### src/rtl/hicore_alu_sched_pkg.sv
`default_nettype none
// +--------------------------------------------------------------------+
// | hicore_alu_sched_pkg : shared widths, slot ops and entry layout     |
// | Rev 1.0                                                             |
// +--------------------------------------------------------------------+
package hicore_alu_sched_pkg;

  localparam int ROB_PTR_W    = 6;
  localparam int ALU_INFO_W   = 48;
  localparam int RS_DEPTH_DEF = 8;
  localparam int RS_NWK_DEF   = 2;

  typedef enum logic [1:0] {
    RS_HOLD  = 2'd0,
    RS_SHIFT = 2'd1,
    RS_LOAD  = 2'd2
  } rs_op_e;

  typedef struct packed {
    logic                  valid;
    logic [ROB_PTR_W-1:0]  rob_ptr;
    logic [ROB_PTR_W-1:0]  src1_tag;
    logic                  src1_rdy;
    logic [ROB_PTR_W-1:0]  src2_tag;
    logic                  src2_rdy;
    logic [ALU_INFO_W-1:0] payload;
  } alu_rs_entry_t;

  // Packed width of one entry for arbitrary tag/payload widths.
  function automatic int rs_entry_w(input int tag_w, input int payload_w);
    return 3 + 3 * tag_w + payload_w;
  endfunction

endpackage
`default_nettype wire

### src/rtl/hicore_alu_sched_if.sv
`default_nettype none
// +--------------------------------------------------------------------+
// | hicore_alu_sched_if : dispatch and ALU issue handshakes             |
// | Rev 1.0                                                             |
// +--------------------------------------------------------------------+
interface hicore_alu_sched_if
  import hicore_alu_sched_pkg::*;
#(
  parameter int TAG_W     = ROB_PTR_W,
  parameter int PAYLOAD_W = ALU_INFO_W
) ();

  logic                 disp_valid;
  logic                 disp_ready;
  logic [TAG_W-1:0]     disp_rob_ptr;
  logic [TAG_W-1:0]     disp_src1_tag;
  logic                 disp_src1_rdy;
  logic [TAG_W-1:0]     disp_src2_tag;
  logic                 disp_src2_rdy;
  logic [PAYLOAD_W-1:0] disp_payload;

  logic                 issue_valid;
  logic                 issue_ready;
  logic [TAG_W-1:0]     issue_rob_ptr;
  logic [TAG_W-1:0]     issue_src1_tag;
  logic [TAG_W-1:0]     issue_src2_tag;
  logic [PAYLOAD_W-1:0] issue_payload;

  modport master (
    output disp_valid, disp_rob_ptr, disp_src1_tag, disp_src1_rdy,
           disp_src2_tag, disp_src2_rdy, disp_payload, issue_ready,
    input  disp_ready, issue_valid, issue_rob_ptr, issue_src1_tag,
           issue_src2_tag, issue_payload
  );

  modport slave (
    input  disp_valid, disp_rob_ptr, disp_src1_tag, disp_src1_rdy,
           disp_src2_tag, disp_src2_rdy, disp_payload, issue_ready,
    output disp_ready, issue_valid, issue_rob_ptr, issue_src1_tag,
           issue_src2_tag, issue_payload
  );

endinterface
`default_nettype wire

### src/rtl/hicore_alu_rs_entry.sv
`default_nettype none
// +--------------------------------------------------------------------+
// | hicore_alu_rs_entry : one reservation slot with local wakeup        |
// | Rev 1.0                                                             |
// +--------------------------------------------------------------------+
module hicore_alu_rs_entry
  import hicore_alu_sched_pkg::*;
#(
  parameter int  TAG_W     = ROB_PTR_W,
  parameter int  PAYLOAD_W = ALU_INFO_W,
  parameter int  NWK       = RS_NWK_DEF,
  localparam int ENTRY_W   = rs_entry_w(TAG_W, PAYLOAD_W)
) (
  input  wire logic                 clk,
  input  wire logic                 rst,
  input  wire logic                 flush,
  input  wire rs_op_e               op,
  input  wire logic [ENTRY_W-1:0]   shift_in,
  input  wire logic [ENTRY_W-1:0]   load_in,
  input  wire logic [NWK-1:0]       wk_valid,
  input  wire logic [NWK*TAG_W-1:0] wk_tag,
  output logic      [ENTRY_W-1:0]   entry_out
);

  typedef struct packed {
    logic                 valid;
    logic [TAG_W-1:0]     rob_ptr;
    logic [TAG_W-1:0]     src1_tag;
    logic                 src1_rdy;
    logic [TAG_W-1:0]     src2_tag;
    logic                 src2_rdy;
    logic [PAYLOAD_W-1:0] payload;
  } entry_t;

  entry_t base;
  entry_t entry_d;
  entry_t entry_q;

  // Wakeup is applied after the mux, so a loaded uop gets the dispatch
  // bypass and a shifted uop is woken in its new position.
  always_comb begin
    case (op)
      RS_LOAD:  base = load_in;
      RS_SHIFT: base = shift_in;
      default:  base = entry_q;
    endcase
    entry_d = base;
    for (int p = 0; p < NWK; p++) begin
      if (wk_valid[p]) begin
        if (wk_tag[p*TAG_W +: TAG_W] == base.src1_tag) entry_d.src1_rdy = 1'b1;
        if (wk_tag[p*TAG_W +: TAG_W] == base.src2_tag) entry_d.src2_rdy = 1'b1;
      end
    end
    if (flush) entry_d.valid = 1'b0;
  end

  always_ff @(posedge clk or posedge rst) begin
    if (rst) entry_q <= '0;
    else     entry_q <= entry_d;
  end

  assign entry_out = entry_q;

endmodule
`default_nettype wire

### src/rtl/hicore_alu_sched.sv
`default_nettype none
// +--------------------------------------------------------------------+
// | hicore_alu_sched : collapsing-queue RS, oldest-ready ALU issue      |
// | Rev 1.0                                                             |
// +--------------------------------------------------------------------+
module hicore_alu_sched
  import hicore_alu_sched_pkg::*;
#(
  parameter int  DEPTH     = RS_DEPTH_DEF,
  parameter int  TAG_W     = ROB_PTR_W,
  parameter int  PAYLOAD_W = ALU_INFO_W,
  parameter int  NWK       = RS_NWK_DEF,
  localparam int CNT_W     = $clog2(DEPTH + 1),
  localparam int IDX_W     = $clog2(DEPTH)
) (
  input  wire logic                 clk,
  input  wire logic                 rst,
  hicore_alu_sched_if.slave         bus,
  input  wire logic [NWK-1:0]       wk_valid,
  input  wire logic [NWK*TAG_W-1:0] wk_tag,
  input  wire logic                 flush,
  output logic      [CNT_W-1:0]     rs_count
);

  typedef struct packed {
    logic                 valid;
    logic [TAG_W-1:0]     rob_ptr;
    logic [TAG_W-1:0]     src1_tag;
    logic                 src1_rdy;
    logic [TAG_W-1:0]     src2_tag;
    logic                 src2_rdy;
    logic [PAYLOAD_W-1:0] payload;
  } entry_t;

  entry_t             slot      [DEPTH];
  entry_t             shift_src [DEPTH];
  rs_op_e             slot_op   [DEPTH];
  entry_t             disp_ent;
  logic [DEPTH-1:0]   elig;
  logic               any_elig;
  logic [IDX_W-1:0]   win_idx;
  logic               enq;
  logic               deq;
  logic [CNT_W-1:0]   enq_pos;
  logic [CNT_W-1:0]   count_d;
  logic [CNT_W-1:0]   count_q;

  always_comb begin
    disp_ent          = '0;
    disp_ent.valid    = 1'b1;
    disp_ent.rob_ptr  = bus.disp_rob_ptr;
    disp_ent.src1_tag = bus.disp_src1_tag;
    disp_ent.src1_rdy = bus.disp_src1_rdy;
    disp_ent.src2_tag = bus.disp_src2_tag;
    disp_ent.src2_rdy = bus.disp_src2_rdy;
    disp_ent.payload  = bus.disp_payload;
  end

  // Fixed priority: scanning downward leaves the lowest eligible index.
  always_comb begin
    win_idx  = '0;
    any_elig = 1'b0;
    for (int i = DEPTH - 1; i >= 0; i--) begin
      if (elig[i]) begin
        win_idx  = IDX_W'(i);
        any_elig = 1'b1;
      end
    end
  end

  assign bus.issue_valid    = any_elig & ~flush;
  assign bus.issue_rob_ptr  = slot[win_idx].rob_ptr;
  assign bus.issue_src1_tag = slot[win_idx].src1_tag;
  assign bus.issue_src2_tag = slot[win_idx].src2_tag;
  assign bus.issue_payload  = slot[win_idx].payload;
  assign bus.disp_ready     = (count_q != CNT_W'(DEPTH));

  assign deq = bus.issue_valid & bus.issue_ready;
  assign enq = bus.disp_valid & bus.disp_ready & ~flush;

  // With a same-cycle issue the queue collapses first, so the new uop
  // lands one slot lower; that slot is always at or above the winner.
  always_comb begin
    enq_pos = deq ? (count_q - CNT_W'(1)) : count_q;
    count_d = flush ? '0 : (count_q + CNT_W'(enq) - CNT_W'(deq));
    for (int i = 0; i < DEPTH; i++) begin
      shift_src[i] = (i < DEPTH - 1) ? slot[(i + 1) % DEPTH] : '0;
      slot_op[i]   = RS_HOLD;
      if (enq && (CNT_W'(i) == enq_pos))      slot_op[i] = RS_LOAD;
      else if (deq && (IDX_W'(i) >= win_idx)) slot_op[i] = RS_SHIFT;
    end
  end

  always_ff @(posedge clk or posedge rst) begin
    if (rst) count_q <= '0;
    else     count_q <= count_d;
  end

  assign rs_count = count_q;

  generate
    for (genvar i = 0; i < DEPTH; i++) begin : g_slot
      assign elig[i] = slot[i].valid & slot[i].src1_rdy & slot[i].src2_rdy;

      hicore_alu_rs_entry #(
        .TAG_W     (TAG_W),
        .PAYLOAD_W (PAYLOAD_W),
        .NWK       (NWK)
      ) u_entry (
        .clk       (clk),
        .rst       (rst),
        .flush     (flush),
        .op        (slot_op[i]),
        .shift_in  (shift_src[i]),
        .load_in   (disp_ent),
        .wk_valid  (wk_valid),
        .wk_tag    (wk_tag),
        .entry_out (slot[i])
      );
    end
  endgenerate

endmodule
`default_nettype wire

### src/flat_wrapper.sv
// flat-port wrapper written by rule: the top's interface ports become plain ports
module hicore_alu_sched_flat import hicore_alu_sched_pkg::*;
#(
  parameter int  DEPTH     = RS_DEPTH_DEF,
  parameter int  TAG_W     = ROB_PTR_W,
  parameter int  PAYLOAD_W = ALU_INFO_W,
  parameter int  NWK       = RS_NWK_DEF,
  localparam int CNT_W     = $clog2(DEPTH + 1),
  localparam int IDX_W     = $clog2(DEPTH)
)
  (clk, rst, wk_valid, wk_tag, flush, rs_count, bus_disp_valid, bus_disp_rob_ptr, bus_disp_src1_tag, bus_disp_src1_rdy, bus_disp_src2_tag, bus_disp_src2_rdy, bus_disp_payload, bus_issue_ready, bus_disp_ready, bus_issue_valid, bus_issue_rob_ptr, bus_issue_src1_tag, bus_issue_src2_tag, bus_issue_payload);
  hicore_alu_sched_if #(.TAG_W(TAG_W), .PAYLOAD_W(PAYLOAD_W)) bus_i ();
  input  wire logic clk;
  input  wire logic rst;
  input  wire logic [NWK-1:0] wk_valid;
  input  wire logic [NWK*TAG_W-1:0] wk_tag;
  input  wire logic flush;
  output logic      [CNT_W-1:0] rs_count;
  input wire logic [$bits(bus_i.disp_valid)-1:0] bus_disp_valid;
  input wire logic [$bits(bus_i.disp_rob_ptr)-1:0] bus_disp_rob_ptr;
  input wire logic [$bits(bus_i.disp_src1_tag)-1:0] bus_disp_src1_tag;
  input wire logic [$bits(bus_i.disp_src1_rdy)-1:0] bus_disp_src1_rdy;
  input wire logic [$bits(bus_i.disp_src2_tag)-1:0] bus_disp_src2_tag;
  input wire logic [$bits(bus_i.disp_src2_rdy)-1:0] bus_disp_src2_rdy;
  input wire logic [$bits(bus_i.disp_payload)-1:0] bus_disp_payload;
  input wire logic [$bits(bus_i.issue_ready)-1:0] bus_issue_ready;
  output wire logic [$bits(bus_i.disp_ready)-1:0] bus_disp_ready;
  output wire logic [$bits(bus_i.issue_valid)-1:0] bus_issue_valid;
  output wire logic [$bits(bus_i.issue_rob_ptr)-1:0] bus_issue_rob_ptr;
  output wire logic [$bits(bus_i.issue_src1_tag)-1:0] bus_issue_src1_tag;
  output wire logic [$bits(bus_i.issue_src2_tag)-1:0] bus_issue_src2_tag;
  output wire logic [$bits(bus_i.issue_payload)-1:0] bus_issue_payload;
  assign bus_i.disp_valid = bus_disp_valid;
  assign bus_i.disp_rob_ptr = bus_disp_rob_ptr;
  assign bus_i.disp_src1_tag = bus_disp_src1_tag;
  assign bus_i.disp_src1_rdy = bus_disp_src1_rdy;
  assign bus_i.disp_src2_tag = bus_disp_src2_tag;
  assign bus_i.disp_src2_rdy = bus_disp_src2_rdy;
  assign bus_i.disp_payload = bus_disp_payload;
  assign bus_i.issue_ready = bus_issue_ready;
  assign bus_disp_ready = bus_i.disp_ready;
  assign bus_issue_valid = bus_i.issue_valid;
  assign bus_issue_rob_ptr = bus_i.issue_rob_ptr;
  assign bus_issue_src1_tag = bus_i.issue_src1_tag;
  assign bus_issue_src2_tag = bus_i.issue_src2_tag;
  assign bus_issue_payload = bus_i.issue_payload;
  hicore_alu_sched #(.DEPTH(DEPTH), .TAG_W(TAG_W), .PAYLOAD_W(PAYLOAD_W), .NWK(NWK)) u_core (.clk(clk), .rst(rst), .bus(bus_i), .wk_valid(wk_valid), .wk_tag(wk_tag), .flush(flush), .rs_count(rs_count));
endmodule
### config.mk
export PLATFORM = sky130hd
export DESIGN_NAME = hicore_alu_sched_flat
export DESIGN_NICKNAME = d
export VERILOG_FILES = /design/src/rtl/hicore_alu_sched_pkg.sv /design/src/rtl/hicore_alu_sched_if.sv /design/src/rtl/hicore_alu_rs_entry.sv /design/src/rtl/hicore_alu_sched.sv /design/src/flat_wrapper.sv
export SDC_FILE = /design/constraint.sdc
export NUM_CORES = 2
export LEC_CHECK = 0
export ABC_AREA = 1
export CORE_MARGIN = 2
export CORE_UTILIZATION = 45
export CTS_CLUSTER_SIZE = 12
export DETAILED_ROUTE_END_ITERATION = 8
export SLEW_MARGIN = 20
export SYNTH_ARGS = -nofsm -noshare
export SYNTH_HDL_FRONTEND = slang
export SYNTH_SLANG_ARGS = --single-unit
### constraint.sdc
create_clock -name clk -period 25.6 [get_ports clk]
set_input_delay 2.56 -clock clk [delete_from_list [all_inputs] [get_ports clk]]
set_output_delay 2.56 -clock clk [all_outputs]
set_load 0.02 [all_outputs]
==> run_summary.xml <==
<?xml version="1.0" encoding="UTF-8"?>
<metrics>
  <group name="critical_path">
    <metric name="crit_path_cell_trace" unit="">nand3_1, nand2_1, a21oi_1, nor2_1, nor2_4, buf_4, buf_4, o21ai_0, o21ai_0, nor2_1, a31oi_1, clkdlybuf4s50_1</metric>
    <metric name="slowest_delay" unit="ps">940</metric>
    <metric name="critical_path.startpoint_type" unit="">flop</metric>
    <metric name="number_of_buffers_and_inverters_on_the_critical_path" unit="">3</metric>
    <metric name="critPathMaxFanout" unit="">77</metric>
    <metric name="cp.required" unit="ps">23040</metric>
    <metric name="critical_path.slowest_cell" unit="">sky130_fd_sc_hd__buf_4</metric>
    <metric name="worst-setup-path-type" unit="">flop to output pin</metric>
    <metric name="critical_path.endpoint_type" unit="">output pin</metric>
    <metric name="worst_path_dominant_cell_family" unit="">buffers and inverters</metric>
    <metric name="timing.critical_path.arrival" unit="ps">5300</metric>
  </group>
  <group name="finish">
    <metric name="num-nets-final" unit="">4238</metric>
    <metric name="area_delta_synth_final" unit="%">13.3</metric>
    <metric name="finalNonFillerCells" unit="">5129</metric>
    <metric name="post_route_cells_drive_above_1_share" unit="%">6.40</metric>
    <metric name="antennaDiodeCount" unit="">0</metric>
  </group>
  <group name="timing">
    <metric name="report.final.setup_viol" unit="">0</metric>
    <metric name="whs" unit="ps">480</metric>
    <metric name="drv_slew" unit="">0</metric>
    <metric name="slew_headroom" unit="%">20.9</metric>
    <metric name="highest_clock_rate" unit="MHz">127</metric>
    <metric name="max_slew.worst_pin.slew" unit="ps">1190</metric>
    <metric name="setup_repair_after_global_routing_missed_its_margin" unit="">no</metric>
    <metric name="post-route-period-util" unit="%">30.7</metric>
    <metric name="finClkSkew" unit="ps">16.5</metric>
    <metric name="final_hold_vios" unit="">0</metric>
    <metric name="timing.setup.tns" unit="ps">0</metric>
    <metric name="post-route-min-period" unit="ps">7860</metric>
  </group>
  <group name="drt">
    <metric name="drtPass1Iterations" unit="">6</metric>
    <metric name="drt-total-wl" unit="um">123000</metric>
    <metric name="vias" unit="">31662</metric>
    <metric name="post-route-drc-count" unit="">0</metric>
    <metric name="detailed_route_wire_length_per_cell" unit="um">23.9</metric>
    <metric name="detailed_router_s_first_iteration_violation_count" unit="">3694</metric>
    <metric name="final_antenna_net_count" unit="">0</metric>
    <metric name="drt-vias-per-instance" unit="">6.17</metric>
  </group>
  <group name="clock_network">
    <metric name="cts_buffer_depth" unit="">3</metric>
    <metric name="tritoncts" unit="">yes</metric>
    <metric name="cts-buffers-inserted" unit="">68</metric>
    <metric name="postCtsSetupRepairBufs" unit="">0</metric>
    <metric name="cts.reportedPaths.clkPinSlew" unit="ps">60</metric>
    <metric name="clock_insertion_delay_worst_skew" unit="ps">620</metric>
    <metric name="cts.sink_count" unit="">556</metric>
    <metric name="cts.repair.resized" unit="">0</metric>
    <metric name="clk_root_buffer_cell" unit="">sky130_fd_sc_hd__clkbuf_16</metric>
    <metric name="ctsHoldBuffers" unit="">0</metric>
    <metric name="htree_levels" unit="">3</metric>
  </group>
  <group name="global_route">
    <metric name="grt_pass1_wl" unit="um">186000</metric>
    <metric name="grt_antenna_before_repair" unit="">2</metric>
    <metric name="via_count_of_the_first_global_routing_pass" unit="">30086</metric>
    <metric name="global_route.overflow_total" unit="">0</metric>
    <metric name="grt_start_max_net_pins" unit="">124</metric>
    <metric name="global_route.usage.total" unit="%">33.0</metric>
  </group>
  <group name="hold_path">
    <metric name="hold_path_class" unit="">flop to flop</metric>
  </group>
  <group name="power_and_ir_drop">
    <metric name="p_leak" unit="nW">16.4</metric>
    <metric name="peakVddDrop" unit="mV">0.0779</metric>
    <metric name="power_density" unit="nW/um2">120</metric>
  </group>
  <group name="logic_synthesis">
    <metric name="synth_cell_types" unit="">42</metric>
    <metric name="syn-num-nets" unit="">4253</metric>
    <metric name="postSynthCellCount" unit="">4156</metric>
    <metric name="synth_area_leader_cell" unit="">sky130_fd_sc_hd__dfrtp_1</metric>
    <metric name="ys_top_cells_by_area" unit="">sky130_fd_sc_hd__dfrtp_1 44%, sky130_fd_sc_hd__nand2_1 12%, sky130_fd_sc_hd__o221ai_1 9.0%, sky130_fd_sc_hd__inv_1 6.0%, sky130_fd_sc_hd__nand3_1 5.6%</metric>
    <metric name="synth.cell_area" unit="um2">31900</metric>
    <metric name="ys_ff_latch" unit="">556</metric>
    <metric name="yosysTopAreaCellShare" unit="%">43.7</metric>
    <metric name="mean_cell_area_of_the_mapped_netlist" unit="um2">7.66</metric>
    <metric name="ys_seq_area_share" unit="%">43.7</metric>
    <metric name="synth-warning-count" unit="">0</metric>
  </group>
  <group name="job">
    <metric name="cap_violations" unit="">0</metric>
  </group>
  <group name="die">
    <metric name="floorplan.die.height" unit="um">270</metric>
    <metric name="horizontal_extent_of_the_die" unit="um">270</metric>
    <metric name="initial_utilization" unit="%">45.5</metric>
    <metric name="floorplan.core_area" unit="um2">70000</metric>
    <metric name="die-area" unit="um2">72900</metric>
    <metric name="row_count" unit="">97</metric>
    <metric name="boundary_pins" unit="">159</metric>
  </group>
  <group name="outcome">
    <metric name="outcome" unit="">finished, final reports clean</metric>
  </group>
  <group name="placed_design">
    <metric name="place.detailed.hpwl" unit="um">72000</metric>
    <metric name="port_buffers" unit="">158</metric>
    <metric name="gpl.final_weighted_congestion" unit="">0.929</metric>
    <metric name="dp_cells" unit="">5010</metric>
  </group>
</metrics>
[cells by family after synthesis]
logic type	count (synthesis)	share of synthesized area [%]
and+or+nand+nor	1633	22.3
AOI/OAI and AO/OA	1077	22.3
buffers and inverters	860	10.8
DFF	556	43.7
xor gates and xnor gates	20	0.550
adders and majority gates	10	0.416
[power breakdown]
part | switching, mW | internal (mW)
Sequential | 0.193 | 1.24
Clock | 0.403 | 0.600
Combinational | 1.22 | 0.683
[metrics by stage]
step	cell area [um2]	util [%]	total power, mW	worst slack [ps]
2_1_floorplan	31900	-	2.71	7490
3_3_place_gp	33800	48.3	3.30	17990
3_5_place_dp	33800	48.3	3.32	17780
4_1_cts	36100	51.5	4.33	17840
5_1_grt	36100	51.5	4.62	17590
6_report	36100	51.5	4.35	17740
[path summary, 6_finish.rpt]
kind,startpoint,endpoint,slack [ps],cells past startpoint
max reg2reg,u_core.g_slot[4].u_entry.entry_out[55],u_core.g_slot[4].u_entry.entry_out[55],20200,20
max,u_core.g_slot[4].u_entry.entry_out[55],bus_issue_payload[16],17740,12
max in group asynchronous,rst,u_core.g_slot[1].u_entry.entry_out[57],20800,4
min reg2reg,u_core.g_slot[4].u_entry.entry_out[42],u_core.g_slot[3].u_entry.entry_out[42],480,2
min in group asynchronous,rst,u_core.g_slot[0].u_entry.entry_out[15],2510,2
min,u_core.g_slot[4].u_entry.entry_out[42],u_core.g_slot[3].u_entry.entry_out[42],480,2
[worst register-to-register path, delay by kind of cell, from the launching register on]
kind / cells / cell delay [ps]
simple gates: 15 / 2210
compound gates: 1 / 100
flops: 1 / 490
buf+inv: 4 / 2530
[state kept, by name, indices dropped and copies added, names as in the netlist]
register	count
u_core.g_slot.u_entry.entry_out	552
u_core.rs_count	4
[Yosys cell counts]
cell type and number:
sky130_fd_sc_hd__nand2_1 985, sky130_fd_sc_hd__dfrtp_1 556, sky130_fd_sc_hd__inv_1 507, sky130_fd_sc_hd__nand3_1 356
sky130_fd_sc_hd__o221ai_1 328, sky130_fd_sc_hd__o21ai_0 293, sky130_fd_sc_hd__a21oi_1 227, sky130_fd_sc_hd__nor2_1 162
sky130_fd_sc_hd__clkbuf_1 161, sky130_fd_sc_hd__buf_2 83, sky130_fd_sc_hd__o211ai_1 82, sky130_fd_sc_hd__nand4_1 73
sky130_fd_sc_hd__a31oi_1 66, sky130_fd_sc_hd__inv_2 43, sky130_fd_sc_hd__buf_1 39, sky130_fd_sc_hd__o22ai_1 38
sky130_fd_sc_hd__a221oi_1 23, sky130_fd_sc_hd__xor2_1 19, sky130_fd_sc_hd__nand3_2 18, sky130_fd_sc_hd__clkinv_1 12
sky130_fd_sc_hd__buf_6 11, sky130_fd_sc_hd__ha_1 9, sky130_fd_sc_hd__nand2_2 7, sky130_fd_sc_hd__nand2_4 7
sky130_fd_sc_hd__nand3b_1 6, sky130_fd_sc_hd__a21boi_1 5, sky130_fd_sc_hd__nand3_4 5, sky130_fd_sc_hd__nor2_2 5
sky130_fd_sc_hd__nor2_4 5, sky130_fd_sc_hd__o21ai_1 5, sky130_fd_sc_hd__buf_4 4, sky130_fd_sc_hd__a21boi_0 3
sky130_fd_sc_hd__a21oi_2 2, sky130_fd_sc_hd__nor3_1 2, sky130_fd_sc_hd__o22ai_2 2, sky130_fd_sc_hd__a21oi_4 1
sky130_fd_sc_hd__a31oi_2 1, sky130_fd_sc_hd__and3_1 1, sky130_fd_sc_hd__fa_1 1, sky130_fd_sc_hd__nand4_2 1
sky130_fd_sc_hd__o31ai_1 1, sky130_fd_sc_hd__xnor2_1 1
[cells in the final DEF (no fill, tap or decap), types with 6 or more instances in the layout]
| cell | count |
|---|---|
| sky130_fd_sc_hd__o21ai_0 | 293 |
| sky130_fd_sc_hd__nor2_4 | 14 |
| sky130_fd_sc_hd__clkbuf_1 | 20 |
| sky130_fd_sc_hd__buf_4 | 53 |
| sky130_fd_sc_hd__o221ai_1 | 328 |
| sky130_fd_sc_hd__o211ai_1 | 82 |
| sky130_fd_sc_hd__ha_1 | 9 |
| sky130_fd_sc_hd__nand3_1 | 356 |
| sky130_fd_sc_hd__nand2_2 | 7 |
| sky130_fd_sc_hd__inv_2 | 45 |
| sky130_fd_sc_hd__bufinv_16 | 6 |
| sky130_fd_sc_hd__clkinv_1 | 8 |
| sky130_fd_sc_hd__dfrtp_1 | 556 |
| sky130_fd_sc_hd__nand3_2 | 18 |
| sky130_fd_sc_hd__nand2_1 | 983 |
| sky130_fd_sc_hd__clkbuf_16 | 69 |
| sky130_fd_sc_hd__inv_1 | 505 |
| sky130_fd_sc_hd__xor2_1 | 19 |
| sky130_fd_sc_hd__a31oi_1 | 66 |
| sky130_fd_sc_hd__a21oi_1 | 227 |
| sky130_fd_sc_hd__nand3b_1 | 6 |
| sky130_fd_sc_hd__nor2_1 | 153 |
| sky130_fd_sc_hd__o22ai_1 | 38 |
| sky130_fd_sc_hd__nand4_1 | 73 |
| sky130_fd_sc_hd__clkbuf_8 | 14 |
| sky130_fd_sc_hd__a221oi_1 | 23 |
| sky130_fd_sc_hd__clkdlybuf4s50_1 | 158 |
| sky130_fd_sc_hd__nand2_4 | 9 |
[routing by layer]
metal	routed length, um	up-vias	part of all wire (%)	GRT usage, %
li1	-	14271	-	-
met1	50500	15440	41	44.4
met2	55800	1549	45	51.9
met3	9820	400	8.0	4.93
met4	6620	2	5.4	16.7
met5	8	-	0.0065	0
[layout make-up]
| class | instances | area, um2 |
|---|---|---|
| clock inverter | 15 | 263 |
| fill | 6929 | 33900 |
| timing repair buffer | 213 | 2010 |
| clock buffer | 103 | 1990 |
| sequential | 556 | 13900 |
| inverter | 562 | 2120 |
| multi-input combinational | 2740 | 14600 |
| tap | 940 | 1180 |
(Power assumes the default switching activity.)
